File: src/rtl/irq_ctrl.sv
// ---------------------------------------------------------------------------
// irq_ctrl - edge-triggered interrupt controller for the core.
//
// Collects NUM_SRC asynchronous interrupt lines, synchronises them into the
// clk_i domain, latches each rising edge as a pending bit, applies a software
// mask and presents the lowest-index masked pending source as a single
// registered interrupt level. Software acknowledges the presented source with
// ack_i; the controller then drops the line for one cycle (GAP) before it
// presents the next request, so a polling reader always sees a deassertion.
//
// Handshake: interrupt_o=1 acts as "valid" for irq_id_o. An ack is accepted
// only on a rising clk_i edge where interrupt_o=1 (ASSERT state) and ack_i=1.
// That edge clears pending[irq_id_o]. ack_i at any other time is ignored.
//
// Ports:
//   clk_i        core clock, all state on the rising edge
//   rst_i        asynchronous active-high reset
//   src_i        raw asynchronous interrupt lines (active-high, edge-triggered)
//   mask_we_i    write enable for the mask register
//   mask_wd_i    new mask value, bit=1 enables the source
//   ack_i        acknowledge of the currently presented interrupt
//   interrupt_o  registered interrupt level
//   irq_id_o     index of the presented source, valid while interrupt_o=1
//   pending_o    raw (unmasked) pending register
//   mask_o       current mask register
//   dbg_state_o  FSM state (0=IDLE, 1=ASSERT, 2=GAP) for checkers/debug
// ---------------------------------------------------------------------------
module irq_ctrl #(
    parameter int NUM_SRC     = 4,
    parameter int SYNC_STAGES = 2,
    parameter int ID_WIDTH    = (NUM_SRC > 1) ? $clog2(NUM_SRC) : 1
) (
    input  logic                clk_i,
    input  logic                rst_i,
    input  logic [NUM_SRC-1:0]  src_i,
    input  logic                mask_we_i,
    input  logic [NUM_SRC-1:0]  mask_wd_i,
    input  logic                ack_i,
    output logic                interrupt_o,
    output logic [ID_WIDTH-1:0] irq_id_o,
    output logic [NUM_SRC-1:0]  pending_o,
    output logic [NUM_SRC-1:0]  mask_o,
    output logic [1:0]          dbg_state_o
);

    typedef enum logic [1:0] {
        S_IDLE   = 2'd0,
        S_ASSERT = 2'd1,
        S_GAP    = 2'd2
    } state_e;

    // -----------------------------------------------------------------------
    // State
    // -----------------------------------------------------------------------
    logic [NUM_SRC-1:0]  sync_q [SYNC_STAGES];
    logic [NUM_SRC-1:0]  hist_q;
    logic [NUM_SRC-1:0]  pending_q;
    logic [NUM_SRC-1:0]  pending_d;
    logic [NUM_SRC-1:0]  mask_q;
    logic [NUM_SRC-1:0]  mask_d;
    state_e              state_q;
    logic                interrupt_q;
    logic [ID_WIDTH-1:0] irq_id_q;

    // -----------------------------------------------------------------------
    // Combinational helpers
    // -----------------------------------------------------------------------
    logic [NUM_SRC-1:0]  sync_last;
    logic [NUM_SRC-1:0]  rise;
    logic [NUM_SRC-1:0]  clr;
    logic [NUM_SRC-1:0]  req;
    logic [ID_WIDTH-1:0] win_id;
    logic                ack_accept;

    assign sync_last  = sync_q[SYNC_STAGES-1];
    // One event per 0->1 transition of the synchronised line.
    assign rise       = sync_last & ~hist_q;
    assign ack_accept = (state_q == S_ASSERT) && ack_i;
    assign req        = pending_q & mask_q;

    // Clear only the bit of the source currently being presented.
    always_comb begin
        clr = '0;
        for (int n = 0; n < NUM_SRC; n++) begin
            clr[n] = ack_accept && (irq_id_q == ID_WIDTH'(n));
        end
    end

    // A new edge on the same cycle as its own ack wins: the bit stays pending.
    always_comb begin
        pending_d = rise | (pending_q & ~clr);
    end

    always_comb begin
        mask_d = mask_q;
        if (mask_we_i) begin
            mask_d = mask_wd_i;
        end
    end

    // Fixed priority, lowest index wins: scan downwards so the last hit is
    // the lowest set bit.
    always_comb begin
        win_id = '0;
        for (int n = NUM_SRC - 1; n >= 0; n--) begin
            if (req[n]) begin
                win_id = ID_WIDTH'(n);
            end
        end
    end

    // -----------------------------------------------------------------------
    // Synchroniser, edge history, pending and mask registers
    // -----------------------------------------------------------------------
    always_ff @(posedge clk_i or posedge rst_i) begin
        if (rst_i) begin
            for (int s = 0; s < SYNC_STAGES; s++) begin
                sync_q[s] <= '0;
            end
            hist_q    <= '0;
            pending_q <= '0;
            mask_q    <= '0;
        end else begin
            sync_q[0] <= src_i;
            for (int s = 1; s < SYNC_STAGES; s++) begin
                sync_q[s] <= sync_q[s-1];
            end
            hist_q    <= sync_last;
            pending_q <= pending_d;
            mask_q    <= mask_d;
        end
    end

    // -----------------------------------------------------------------------
    // Presentation FSM with registered outputs.
    // irq_id_q is only loaded on IDLE->ASSERT, so it stays stable through
    // ASSERT regardless of mask or priority changes and keeps its last value
    // afterwards.
    // -----------------------------------------------------------------------
    always_ff @(posedge clk_i or posedge rst_i) begin
        if (rst_i) begin
            state_q     <= S_IDLE;
            interrupt_q <= 1'b0;
            irq_id_q    <= '0;
        end else begin
            case (state_q)
                S_IDLE: begin
                    if (req != '0) begin
                        state_q     <= S_ASSERT;
                        interrupt_q <= 1'b1;
                        irq_id_q    <= win_id;
                    end
                end
                S_ASSERT: begin
                    if (ack_i) begin
                        state_q     <= S_GAP;
                        interrupt_q <= 1'b0;
                    end
                end
                S_GAP: begin
                    // Forced one-cycle low so software polling sees a drop.
                    state_q     <= S_IDLE;
                    interrupt_q <= 1'b0;
                end
                default: begin
                    state_q     <= S_IDLE;
                    interrupt_q <= 1'b0;
                end
            endcase
        end
    end

    // -----------------------------------------------------------------------
    // Outputs
    // -----------------------------------------------------------------------
    assign interrupt_o = interrupt_q;
    assign irq_id_o    = irq_id_q;
    assign pending_o   = pending_q;
    assign mask_o      = mask_q;
    assign dbg_state_o = state_q;

endmodule

File: config.mk
export PLATFORM = sky130hd
export DESIGN_NAME = irq_ctrl
export DESIGN_NICKNAME = d
export VERILOG_FILES = /design/src/rtl/irq_ctrl.sv
export SDC_FILE = /design/constraint.sdc
export NUM_CORES = 1
export LEC_CHECK = 0
export CAP_MARGIN = 20
export CELL_PAD_IN_SITES_DETAIL_PLACEMENT = 0
export CELL_PAD_IN_SITES_GLOBAL_PLACEMENT = 1
export CORE_MARGIN = 5
export CORE_UTILIZATION = 30
export CTS_BUF_LIST = sky130_fd_sc_hd__clkbuf_4 sky130_fd_sc_hd__clkbuf_8
export CTS_CLUSTER_DIAMETER = 60
export DETAILED_ROUTE_END_ITERATION = 8
export GPL_ROUTABILITY_DRIVEN = 0
export PLACE_DENSITY_LB_ADDON = 0.1
export SLEW_MARGIN = 20
export SYNTH_ARGS = -nofsm -noshare
export SYNTH_HDL_FRONTEND = slang
export SYNTH_SLANG_ARGS = --single-unit
File: constraint.sdc
create_clock -name clk_i -period 1.4 [get_ports clk_i]
set_input_delay 0.14 -clock clk_i [delete_from_list [all_inputs] [get_ports clk_i]]
set_output_delay 0.14 -clock clk_i [all_outputs]
set_load 0.005 [all_outputs]
Yosys cells after proc, flatten, opt, wreduce, memory -nomap -nowiden

Cells that the tools add are included.

Register bits: 25
Logic and storage cells: 40
Output and inout port bits: 13

Eq/ne operators: 6
Bitwise operators: 6
Reduce and logical (&&, ||, !) cells: 10
Muxes and demuxes: 10

Operators with widths:

| cell               | number |
|---|---|
| $and 4x4->4        | 3 |
| $mux 2             | 6 |
| $not 4->4          | 2 |
| $logic_and 1x1->1  | 5 |
| $eq 2x1->1 const B | 2 |
| $eq 2x2->1 const B | 2 |
| $logic_not 2->1    | 2 |
| $ne 2x2->1 const B | 2 |
| $or 4x4->4         | 1 |
| $pmux 2 s2         | 1 |
| $reduce_and 2->1   | 2 |
| $reduce_bool 4->1  | 1 |
| $mux 1             | 2 |
| $pmux 1 s2         | 1 |

Logic depth before layout (Yosys ltp)

Gate-level depths: netlist of the first run.

Depth after elaboration: 6
Depth in mapped cells: 3
Gate-level depth less buffers: 3

Least setup slack after synthesis of the first run

No wires, ideal clock.

Kind: reg2reg
Start: register state_q[1] (netlist: dbg_state_o[1])
End: register pending_q[1] (netlist: pending_o[1])
Setup time: 121 ps
Cell stages (with the launch flop): 4
Path buffers: 0
Arrival: 919 ps
Slack: 360 ps
Path through: dfrtp_1 and4bb_1 nand2_1 a22o_1

Longest elaborated chain between the ends: 6

Ends and longest elaborated chain:

| element                | RTL line | RTL |
|---|---|---|
| start, declared        | 61       | `state_e state_q;` |
| start signal, assigned | 142      | `state_q <= S_IDLE;` |
| start signal, assigned | 149      | `state_q <= S_ASSERT;` |
| start signal, assigned | 156      | `state_q <= S_GAP;` |
| $eq 2x1->1             | 78       | `assign ack_accept = (state_q == S_ASSERT) && ack_i;` |
| $logic_and 1x1->1      | 78       |  |
| $logic_and 1x1->1      | 85       | `clr[n] = ack_accept && (irq_id_q == ID_WIDTH'(n));` |
| $not 4->4              | 91       | `pending_d = rise \| (pending_q & ~clr);` |
| $and 4x4->4            | 91       |  |
| $or 4x4->4             | 91       |  |
| via pending_d[1]       | 58       | `logic [NUM_SRC-1:0] pending_d;` |
| end signal, assigned   | 129      | `pending_q <= pending_d;` |
| end, declared          | 57       | `logic [NUM_SRC-1:0] pending_q;` |

The timed path passes the listed nets, and every way through them passes these cells.
A chain may end at the register's enable or synchronous reset.

Worst setup path after layout of the first run

Start: register pending_q[1] (netlist: pending_o[1])
End: output port pending_o[1]

RTL lines:

| element       | RTL line | RTL |
|---|---|---|
| end, declared | 41       | `output logic [NUM_SRC-1:0] pending_o,` |

No word-level cell between the ends.

==> key figures, run 1 <==
Setup path
  – Critical Path AT: 1.20 ns
  – CP max stage cell: clkdlybuf4s50_1
  – Cell family with the largest share of critical-path delay: buffers and inverters
  – Crit-path cells: clkdlybuf4s50_1
  – CP Capture Type: primary output
  – CP max FO: 2
  – Worst path bufs/invs: 1
  – Data required, critical path: 1.26 ns
  – Startpoint types: flip-flop
  – Slowest Stage Delay on Critical Path: 0.51 ns
  – WS Path Type: reg -> out

Finish
  – Nets@finish: 113
  – Area grow syn2layout: 48.7%
  – Reg area: 602 um^2
  – Most common cell after layout, fill and taps aside: clkdlybuf4s50_1
  – Share of cells above drive strength 1: 23.0%
  – Area occupied by multi-input gates: 205 um^2
  – Fillers: 275
  – Most frequent cells in the layout: 24 x clkdlybuf4s50_1, 23 x dfrtp_1, 13 x buf_4
  – N_diodes: 0

STA
  – RSZ-0062 raised after global routing: false
  – Tightest Pin Transition: 0.295 ns
  – Slew Limit Fails: 0
  – FMAX: 0.744 GHz
  – Final Setup Violations: 0
  – Max-slew headroom: 80.3%
  – Setup TNS: 0 ns
  – Fin crit period: 1.34 ns
  – Period utilisation layout: 96.1%
  – Hold Worst Slack: 0.153 ns
  – Final hold vios: 0
  – Final Skew: 0.00424 ns

Clock tree
  – H-tree level count: 1
  – CTS tree: done
  – Root Buffer: clkbuf_4
  – Worst-skew pair later-pin latency: 0.31 ns
  – Sink Count: 24
  – Clock Pin Slew Worst Setup and Hold Paths: 0.13 ns
  – Clock tree buffer depth: 2
  – Number of buffers created by CTS: 3

Synthesis
  – Top post-synthesis cells by area: dfrtp_1 72%, mux2_2 5.4%, a22o_1 5.2%
  – Largest area contributor in the netlist: dfrtp_1
  – Mapped Area: 836 um^2
  – Mapped Avg Cell Area: 13.9 um^2
  – Seq/Total Area, Yosys: 71.9%
  – Post-synth top area share: 71.9%
  – Seq cells post-synth: 24
  – Ys Warns: 0
  – Syn nets: 72
  – Cell count after synthesis: 60
  – Post-synthesis cell type count: 16

Power
  – Worst vdd ir: 1.08 mV
  – PwrDens: 1640 mW/mm^2
  – Power after layout: 2.04 mW
  – Clock power share: 17.4%
  – Seq pwr share: 43.6%
  – P_sw: 0.564 mW
  – LEAKAGE: 0.562 nW
  – Switch share: 27.6%
  – Combinational share of power: 39.0%
  – Int Pwr: 1.48 mW

Die
  – Die area: 0.00394 mm^2
  – Ports: 25
  – Die Ht: 62.8 um
  – Starting Density: 30.8%
  – Row count: 19
  – Chip Width: 62.8 um
  – Area of the core: 0.00271 mm^2

Status
  – Status: finished clean

Route
  – Total wire length: 1670 um
  – Antenna Nets Post-Route: 0
  – DR DRC count: 0
  – Routed wire per std cell: 12.7 um
  – Routed vias: 593
  – Drt pass-1 iters: 4
  – DR iter-0 viols: 14
  – Avg Vias per Cell: 4.53

Global routing
  – Tot GR Track Use: 9.03%
  – First-pass GRT wire length: 2820 um
  – Initial antenna violation count: 0
  – Vias in the first global route: 614
  – Largest net degree at the start of global routing: 25
  – Grt total ovfl: 0

Run
  – Max-Cap Viols: 0

Place
  – HPWL after detailed placement: 1180 um
  – Port bufs: 24

Hold path
  – Hold crit path type: in -> async
-- power groups by stage --
stage	registers [mW]	logic, mW	clock network [mW]
floorplan	0.962	0.235	0
global placement	0.992	0.547	0
detailed placement	0.990	0.549	0
CTS	0.902	0.776	0.370
global route	0.908	0.873	0.393
finish	0.889	0.796	0.355
-- synth_stat cells (all sizes together) --
library cell and number:
o21ai 4, inv 6, nor2 1, a211oi 1, and4bb 1, nand2 5, mux2 4, buf 1
and3b 1, dfrtp 24, nand4b 1, a21oi 4, a22o 5, nor3 1, a32o 1
-- registers in the layout, summed over array words and instances (netlist names) --
register	cells
interrupt_o	1
pending_o	4
sync_last	4
hist_q	4
dbg_state_o	1
mask_o	4
sync_q	4
irq_id_o	2
-- routing by layer --
metal  track usage (%)  up-vias  wire length, um
met5                 0        -                0
met4              3.18        0               19
met3              3.96        2              113
met2              14.2       18              756
met1              10.9      286              780
li1                  -      287                -
-- logic make-up after synthesis --
family          after synthesis  synth area share, %
compound gates               15                 12.1
buf+inv                       7                 3.59
mux                           4                 5.39
simple gates                 10                 7.04
flops                        24                 71.9
-- per-stage QoR --
step | setup WS (ns) | cells | util [%] | cell area, um^2
after floorplan | 0.360 | 60 | - | 836
after global placement | 0.160 | 115 | 41.1 | 1110
after detailed placement | 0.143 | 115 | 41.1 | 1110
after CTS | 0.00885 | 130 | 45.6 | 1230
after global routing | 0.000400 | 131 | 45.8 | 1240
final | 0.0552 | 131 | 45.8 | 1240
-- final timing paths --
path	from	end	slack, ns	depth (start not counted)
hold / removal	rst_i	sync_q[7]	0.15	3
hold reg to reg	sync_q[7]	sync_last[3]	0.36	0
setup / recovery	pending_o[1]	pending_o[1]	0.06	1
setup reg to reg	dbg_state_o[1]	pending_o[1]	0.21	4
max in group asynchronous	rst_i	interrupt_o	1.00	3
min in group clk_i	src_i[3]	sync_q[7]	0.25	1
-- worst reg2reg max path: stages, from the launching register on --
cell	delay, ns
dfrtp_1	0.40
buf_4	0.15
and4bb_1	0.29
nand2_1	0.06
a22o_1	0.20
-- layout make-up --
| cell class | count | share of cell area (%) |
|---|---|---|
| Clock buffer | 4 | 2.92 |
| Inverter | 6 | 1.81 |
| Multi-Input combinational cell | 29 | 16.5 |
| Sequential cell | 24 | 48.4 |
| Tap cell | 31 | 3.12 |
| Timing Repair Buffer | 37 | 27.2 |
-- repair_timing --
action                                  CTS  global route
endpoints found under the setup margin   12             1
hold buffers                              0             0
setup buffers                            11             1
gates resized for setup                   1             0
Power figures use the tool's default switching activity.
==> inputs of run 2 (changes only) <==
CORE_MARGIN = 3   (was 5)
SLEW_MARGIN = not set   (was 20)
==> run 2 against run 1 <==
Net effect: critical path depth is the same; sequential share of layout area shrank 1.1 points; routed wire length shrank 0.78%; sequential power grew 0.8%; core utilization grew 3.6 points; register-to-register slack is essentially flat; flip-flop and latch count is the same; clock power grew 40%; via count grew 1.5%; maximum frequency grew 0.62%; largest power group unchanged.
==> key figures, run 2 (synthesis results as in run 1) <==
Status
  – Status: finished clean (unchanged)

Clock tree
  – Sink Count: 24 (unchanged)
  – Number of buffers created by CTS: 3 (unchanged)
  – CTS tree: done (unchanged)
  – Hold Buf Count CTS: 0 (unchanged)
  – Clock tree buffer depth: 2 (unchanged)
  – Worst-skew pair later-pin latency: 0.31 ns (about the same)
  – Root Buffer: clkbuf_4 (unchanged)
  – Clock Pin Slew Worst Setup and Hold Paths: 0.13 ns (about the same)
  – H-tree level count: 1 (unchanged)

Finish
  – Reg area: 602 um^2 (unchanged)
  – Fillers: 238 (was 275)
  – Area occupied by multi-input gates: 205 um^2 (unchanged)
  – Share of cells above drive strength 1: 23.0% (unchanged)
  – N_diodes: 0 (unchanged)
  – Area grow syn2layout: 51.9% (was 48.7%)
  – Most common cell after layout, fill and taps aside: dfrtp_1 (was clkdlybuf4s50_1)
  – Design area: 0.00127 mm^2 (was 0.00124 mm^2)
  – Final Non-Filler Cells: 130 (was 131)
  – Nets@finish: 113 (unchanged)
  – Final core utilization: 49.5% (was 45.8%)
  – Most frequent cells in the layout: 23 x dfrtp_1, 19 x clkdlybuf4s50_1, 13 x buf_4 (was 24 x clkdlybuf4s50_1, 23 x dfrtp_1, 13 x buf_4)

Run
  – Max-Cap Viols: 0 (unchanged)

Route
  – DR DRC count: 0 (unchanged)
  – DR iter-0 viols: 7 (was 14)
  – Antenna Nets Post-Route: 0 (unchanged)
  – Total wire length: 1660 um (was 1670 um)
  – Routed wire per std cell: 12.7 um (about the same)
  – Drt pass-1 iters: 4 (unchanged)
  – Avg Vias per Cell: 4.63 (was 4.53)
  – Routed vias: 602 (was 593)

Global routing
  – M2 GR Usage: 16.6% (was 14.2%)
  – First-pass GRT wire length: 2780 um (was 2820 um)
  – Vias in the first global route: 577 (was 614)
  – Tot GR Track Use: 10.9% (was 9.03%)
  – M1 GR Usage: 13.8% (was 10.9%)
  – Largest net degree at the start of global routing: 25 (unchanged)
  – Top Usage Layer GRT: met2 (unchanged)
  – Initial antenna violation count: 0 (unchanged)
  – GR Util met3: 5.48% (was 3.96%)
  – Grt total ovfl: 0 (unchanged)

STA
  – Final Setup Violations: 0 (unchanged)
  – Fin crit period: 1.34 ns (about the same)
  – Max-slew headroom: 79.8% (was 80.3%)
  – PnR worst setup slack: 0.0635 ns (was 0.0552 ns)
  – Final Skew: 0.00270 ns (was 0.00424 ns)
  – Tightest Pin Transition: 0.303 ns (was 0.295 ns)
  – Period utilisation layout: 95.5% (was 96.1%)
  – Hold Worst Slack: 0.145 ns (was 0.153 ns)
  – FMAX: 0.748 GHz (was 0.744 GHz)
  – Setup TNS: 0 ns (unchanged)
  – Slew Limit Fails: 0 (unchanged)
  – RSZ-0062 raised after global routing: false (unchanged)
  – Final hold vios: 0 (unchanged)

Place
  – Post-DP Area: 0.00111 mm^2 (about the same)
  – Post-placement cell count: 114 (was 115)
  – Setup WS pre-CTS: 0.141 ns (was 0.143 ns)
  – Port bufs: 24 (unchanged)
  – HPWL after detailed placement: 1140 um (was 1180 um)

Power
  – Power after layout: 2.17 mW (was 2.04 mW)
  – LEAKAGE: 0.610 nW (was 0.562 nW)
  – Worst vdd ir: 1.12 mV (was 1.08 mV)
  – PwrDens: 1710 mW/mm^2 (was 1640 mW/mm^2)

Setup path
  – Cell family with the largest share of critical-path delay: buffers and inverters (unchanged)
  – Worst path bufs/invs: 1 (unchanged)
  – Critical Path AT: 1.20 ns (about the same)
  – Data required, critical path: 1.26 ns (about the same)
  – CP max stage cell: clkdlybuf4s50_1 (unchanged)
  – CP max FO: 3 (was 2)
  – Worst r2r src: dbg_state_o[1] (unchanged)
  – Crit-path cells: clkdlybuf4s50_1 (unchanged)
  – CP Capture Type: primary output (unchanged)
  – WS Path Type: reg -> out (unchanged)
  – Critical path origin: interrupt_o (was pending_o[1])
  – Startpoint types: flip-flop (unchanged)
  – Slowest Stage Delay on Critical Path: 0.49 ns (was 0.51 ns)

Die
  – Row count: 18 (was 19)
  – Starting Density: 32.6% (was 30.8%)
  – Area of the core: 0.00257 mm^2 (was 0.00271 mm^2)
  – Die area: 0.00346 mm^2 (was 0.00394 mm^2)
  – Chip Width: 58.8 um (was 62.8 um)
  – Die Ht: 58.8 um (was 62.8 um)
  – Ports: 25 (unchanged)

Hold path
  – Hold crit path type: in -> async (unchanged)
[run 2: cell count changes in the layout (fill, tap and decap cells not counted)]
cell / change
bufinv_16: +1
dlymetal6s2s_1: +5
clkbuf_8: -1
clkdlybuf4s50_1: -5
[run 2: final cells by class]
cell class	count	area share (%)
sequential	24	47.4
timing repair buffer	37	27.6
multi-input combinational	29	16.2
tap	30	2.96
clock inverter	1	2.36
clock buffer	3	1.77
inverter	6	1.77
[run 2: worst paths after layout]
check | to | slack (ns) | cells after the start
max in group asynchronous | interrupt_o | 1.01 | 3
setup / recovery | dbg_state_o[0] | 0.06 | 1
setup reg to reg | pending_o[0] | 0.20 | 4
hold / removal | mask_o[1] | 0.14 | 3
min in group clk_i | sync_q[5] | 0.24 | 1
hold reg to reg | sync_last[2] | 0.37 | 0
[run 2: power breakdown]
group          leakage, nW  switching, mW  total (mW)  internal [mW]
clock network       0.0279          0.206       0.496          0.290
logic                0.309          0.298       0.778          0.480
registers            0.272         0.0731       0.896          0.823
[run 2: metal layers]
metal	share of wire, %	wire (um)	up-vias
li1	-	-	290
met1	44	726	292
met2	48	798	18
met3	6.9	114	2
met4	1.0	17	0
met5	0	0	-
[run 2: what timing repair did]
| item | CTS | global route |
|---|---|---|
| setup endpoints to repair | 11 | 5 |
| buffers inserted | 10 | 2 |
| gates resized for setup | 1 | 5 |
